$ cat config.mk
export PLATFORM = sky130hd
export DESIGN_NAME = seq_detect_prog
export DESIGN_NICKNAME = d
export VERILOG_FILES = /design/src/rtl/seq_detect_prog.sv
export SDC_FILE = /design/constraint.sdc
export NUM_CORES = 1
export LEC_CHECK = 0
export CAP_MARGIN = 20
export CORE_AREA = 2 2 39 41
export CTS_CLUSTER_SIZE = 8
export DETAILED_ROUTE_END_ITERATION = 6
export DIE_AREA = 0 0 41 43
export PLACE_DENSITY = 0.67
export SLEW_MARGIN = 5
export SYNTH_ARGS = -nofsm -noshare
export SYNTH_HDL_FRONTEND = slang
export SYNTH_SLANG_ARGS = --single-unit
$ cat constraint.sdc
create_clock -name clk -period 1.5 [get_ports clk]
set_input_delay 0.3 -clock clk [delete_from_list [all_inputs] [get_ports clk]]
set_output_delay 0.3 -clock clk [all_outputs]
set_load 0.02 [all_outputs]
$ cat src/rtl/seq_detect_prog.sv
// rtl/seq_detect_prog.sv - runtime-programmable serial pattern detector with Mealy match flag
// Optional saturating match counter enabled by SEQ_DETECT_CNT_EN.
module seq_detect_prog #(
    parameter int               PAT_W   = 4,
    parameter logic [PAT_W-1:0] RST_PAT = PAT_W'(4'b1101),
    parameter int               CNT_W   = 8
) (
    input  logic             clk,
    input  logic             rst_n,
    input  logic             din,
    input  logic             din_valid,
    input  logic [PAT_W-1:0] pat_in,
    input  logic             pat_load,
    input  logic             overlap,
    output logic             y
`ifdef SEQ_DETECT_CNT_EN
    ,
    output logic [CNT_W-1:0] match_cnt
`endif
);

    localparam int FILL_W = $clog2(PAT_W);
    localparam logic [FILL_W-1:0] FILL_MAX = FILL_W'(PAT_W - 1);

    logic [PAT_W-1:0] pat_reg;
    logic [PAT_W-2:0] hist;
    logic [FILL_W-1:0] fill;
    logic [PAT_W-1:0] window;

    // Candidate window: stored history plus the bit arriving this cycle.
    assign window = {hist, din};

    always_comb begin
        y = din_valid && !pat_load && (fill == FILL_MAX) && (window == pat_reg);
    end

    always_ff @(posedge clk or negedge rst_n) begin
        if (!rst_n) begin
            pat_reg <= RST_PAT;
            hist    <= '0;
            fill    <= '0;
        end else if (pat_load) begin
            pat_reg <= pat_in;
            fill    <= '0;
        end else if (din_valid) begin
            hist <= window[PAT_W-2:0];
            // Non-overlapping mode forces a full refill before the next match.
            if (y && !overlap) begin
                fill <= '0;
            end else if (fill != FILL_MAX) begin
                fill <= fill + 1'b1;
            end
        end
    end

`ifdef SEQ_DETECT_CNT_EN
    always_ff @(posedge clk or negedge rst_n) begin
        if (!rst_n) begin
            match_cnt <= '0;
        end else if (y && (match_cnt != {CNT_W{1'b1}})) begin
            match_cnt <= match_cnt + 1'b1;
        end
    end
`endif

endmodule

==> metrics.cfg <==
[worst_setup_path]
timing.critical_path.from_type = flip-flop
critical_path.n_buffers_inverters = 1
rr_endpoint = fill[1]
ff2ff_path_depth = 6
cpPeakStageDelay_ps = 390
required_ps = 1200
crit_path_cell_trace = xor2_1 -> or3b_4 -> nor2_4 -> buf_6
critical_path.startpoint = hist[0]
worst_r2r_startpoint = hist[0]
critical_path_peak_fanout = 2
cp-endpoint = y
register_to_register_path_setup_slack_ps = -130
path_depth = 4
worst_path_slowest_cell = sky130_fd_sc_hd__dfrtp_1
arrival_ps = 1420
criticalPathCategory = flip-flop to output port
worst_path_dominant_cell_family = simple AND/OR/NAND/NOR gates
timing.critical_path.to_type = output port

[place]
dpl.hpwl_um = 673
place_congestion = 0.705
portBuffers = 10

[sta]
maxSlewHeadroom = 0.726
clock.fmax_mhz = 582
worst_slack_ps = -219
clock_skew_ps = 0.572
final_hold_viol_count = 0
final-max-slew-violation-count = 0
rsz0062_at_grt = true
layout_min_cycle_time_ps = 1720
timing.final.crit_share = 1.15
finalSetupTns_ps = -351
final-setup-viol-count = 2
tightestPinTransition_ps = 409

[power]
leakage_nw = 0.332
ir_drop_mv = 0.522
power.density_mw_per_mm2 = 926
post-layout-total-power_mw = 0.694

[logic_synthesis]
synth.yosys.seq_area_share = 0.475
combinational_family_with_the_most_area_after_synthesis = multiplexers
synth_warnings = 0
adder_cell_share_of_the_synthesized_area = 0.0260
synth.top_cell.area_share = 0.312
muxShareOfSynthArea = 0.164
postSynthNetCount = 49
post_synth_instance_area_um2 = 482
number_of_register_bits_inferred_by_synthesis = 9
synthesis.instances = 38
complex_gate_fraction_of_the_synthesized_area = 0.0649
synth.area.top_cells = sky130_fd_sc_hd__dfrtp_1 (31%), sky130_fd_sc_hd__dfstp_2 (16%), sky130_fd_sc_hd__mux2_2 (16%)
synth.avg_cell_area_um2 = 12.7
synth_xor_area_frac = 0.0909
synth_largest_area_cell = sky130_fd_sc_hd__dfrtp_1
post_synth_and_or_nand_nor_area_fraction = 0.148
netlist-cell-type-count = 22

[grt]
first_global_vias = 347
grt_max_degree = 10
grt_antenna_before_repair = 0
grt.total_usage = 0.118
grt_first_pass_wirelength_um = 1390
grt_overflow_total = 0

[route]
dr.pass1.iters = 2
routed-via-count = 366
wl_um = 935
final_antenna_net_count = 0
drtIter0Drc = 2
remaining_drc_errors = 0
avgRoutedWirePerCell_um = 11.5
via_per_inst = 4.52

[final_layout]
syn2layout_area_growth_pct = 55.6
n_antenna_cell = 0
post_route_cells_drive_above_1_share = 0.538
largest_register_ff_count = 4
final_core_utilization = 0.542
final_net_count = 77

[clock_tree]
worstSkewPairLatency_ps = 250
tritoncts.num_buffers = 3
cts_tree = done
worst_setup_hold_path_clk_slew_ps = 60
cts-htree-levels = 1
cts_max_path_buffers = 2
clock_tree.root_cell = sky130_fd_sc_hd__clkbuf_4
tritoncts_num_sinks = 9

[floorplan]
floorplan.die_area_mm2 = 0.00176
dieHeight_um = 43
die_width_um = 41
pin_count = 11
row_count = 14
initial_utilization = 0.348
placeableCoreArea_mm2 = 0.00138

[outcome]
status = finished with violations
failed_checks = setup timing

[hold_path]
hp-class = primary input to async pin

[job]
max_cap_violations = 0

[synth_stat cells]
cell type                  number
sky130_fd_sc_hd__dfstp_2        3
sky130_fd_sc_hd__xnor2_1        4
sky130_fd_sc_hd__buf_6          1
sky130_fd_sc_hd__or2_2          1
sky130_fd_sc_hd__inv_1          1
sky130_fd_sc_hd__nor3b_1        1
sky130_fd_sc_hd__nor2_1         1
sky130_fd_sc_hd__ha_1           1
sky130_fd_sc_hd__nand3b_1       1
sky130_fd_sc_hd__xor2_1         1
sky130_fd_sc_hd__dfrtp_1        6
sky130_fd_sc_hd__nor4_1         1
sky130_fd_sc_hd__nand2b_4       1
sky130_fd_sc_hd__or3b_4         1
sky130_fd_sc_hd__a311oi_1       1
sky130_fd_sc_hd__o21ai_0        1
sky130_fd_sc_hd__nor2b_1        1
sky130_fd_sc_hd__mux2_2         7
sky130_fd_sc_hd__nand2_1        1
sky130_fd_sc_hd__nand3_1        1
sky130_fd_sc_hd__a21bo_2        1
sky130_fd_sc_hd__a22oi_1        1
[worst min path at each step]
| stage | start | to | slack [ps] | cells after the start |
|---|---|---|---|---|
| global route | rst_n | fill[0] | 370 | 1 |
| detailed placement | pat_reg[1] | pat_reg[1] | 520 | 1 |
| CTS | rst_n | hist[0] | 350 | 1 |
| floorplan | rst_n | fill[0] | 4 | 0 |
| finish | rst_n | hist[1] | 340 | 1 |
| global placement | hist[2] | hist[2] | 510 | 1 |
[placed cells by master (no fill, tap or decap), types with 2 or more instances in the layout]
master                            instances
sky130_fd_sc_hd__clkdlybuf4s50_1          7
sky130_fd_sc_hd__xnor2_1                  4
sky130_fd_sc_hd__buf_6                    2
sky130_fd_sc_hd__mux2_2                   7
sky130_fd_sc_hd__clkbuf_4                 3
sky130_fd_sc_hd__dlygate4sd2_1            2
sky130_fd_sc_hd__buf_4                   13
sky130_fd_sc_hd__dfstp_2                  3
sky130_fd_sc_hd__dfrtp_1                  6
[cell families after synthesis]
group	Yosys count
fa+ha+maj	1
flops	9
xor+xnor	5
buf+inv	2
compound gates	4
mux	7
simple gates	10
[per-layer routing]
| layer | track usage | part of all wire | up-vias |
|---|---|---|---|
| li1 | - | - | 187 |
| met1 | 0.151 | 0.44 | 168 |
| met2 | 0.184 | 0.51 | 9 |
| met3 | 0.0157 | 0.031 | 2 |
| met4 | 0.0600 | 0.021 | 0 |
| met5 | 0 | 0 | - |
[final cells by class]
class                      instances  area (um^2)
clock buffer                       4         26.3
tap                               16         20.0
inverter                           1         3.75
timing repair buffer              24          208
sequential                         9          229
multi-input combinational         27          263
fill                             126          634
[metrics by stage]
step	setup WS, ps	instances	hold slack [ps]	area [um^2]
after CTS	-252	79	345	716
final	-219	81	344	749
after detailed placement	-783	73	521	668
after floorplan	37.6	38	4.41	484
after global placement	-771	73	511	668
after global routing	-280	81	375	749
[power by group]
part | switching [mW] | total (mW) | internal (mW)
Clock | 0.0784 | 0.181 | 0.102
Combinational | 0.0732 | 0.200 | 0.127
Sequential | 0.0257 | 0.313 | 0.288
Total | 0.177 | 0.694 | 0.517
[what timing repair did]
item / 4_1_cts / 5_1_grt
gates resized for setup: 10 / 3
pin swaps: 3 / 2
endpoints found under the hold margin: 0 / 0
setup endpoints to repair: 3 / 2
setup buffers: 2 / 2
hold buffers: 0 / 0
Power figures use the tool's default switching activity.
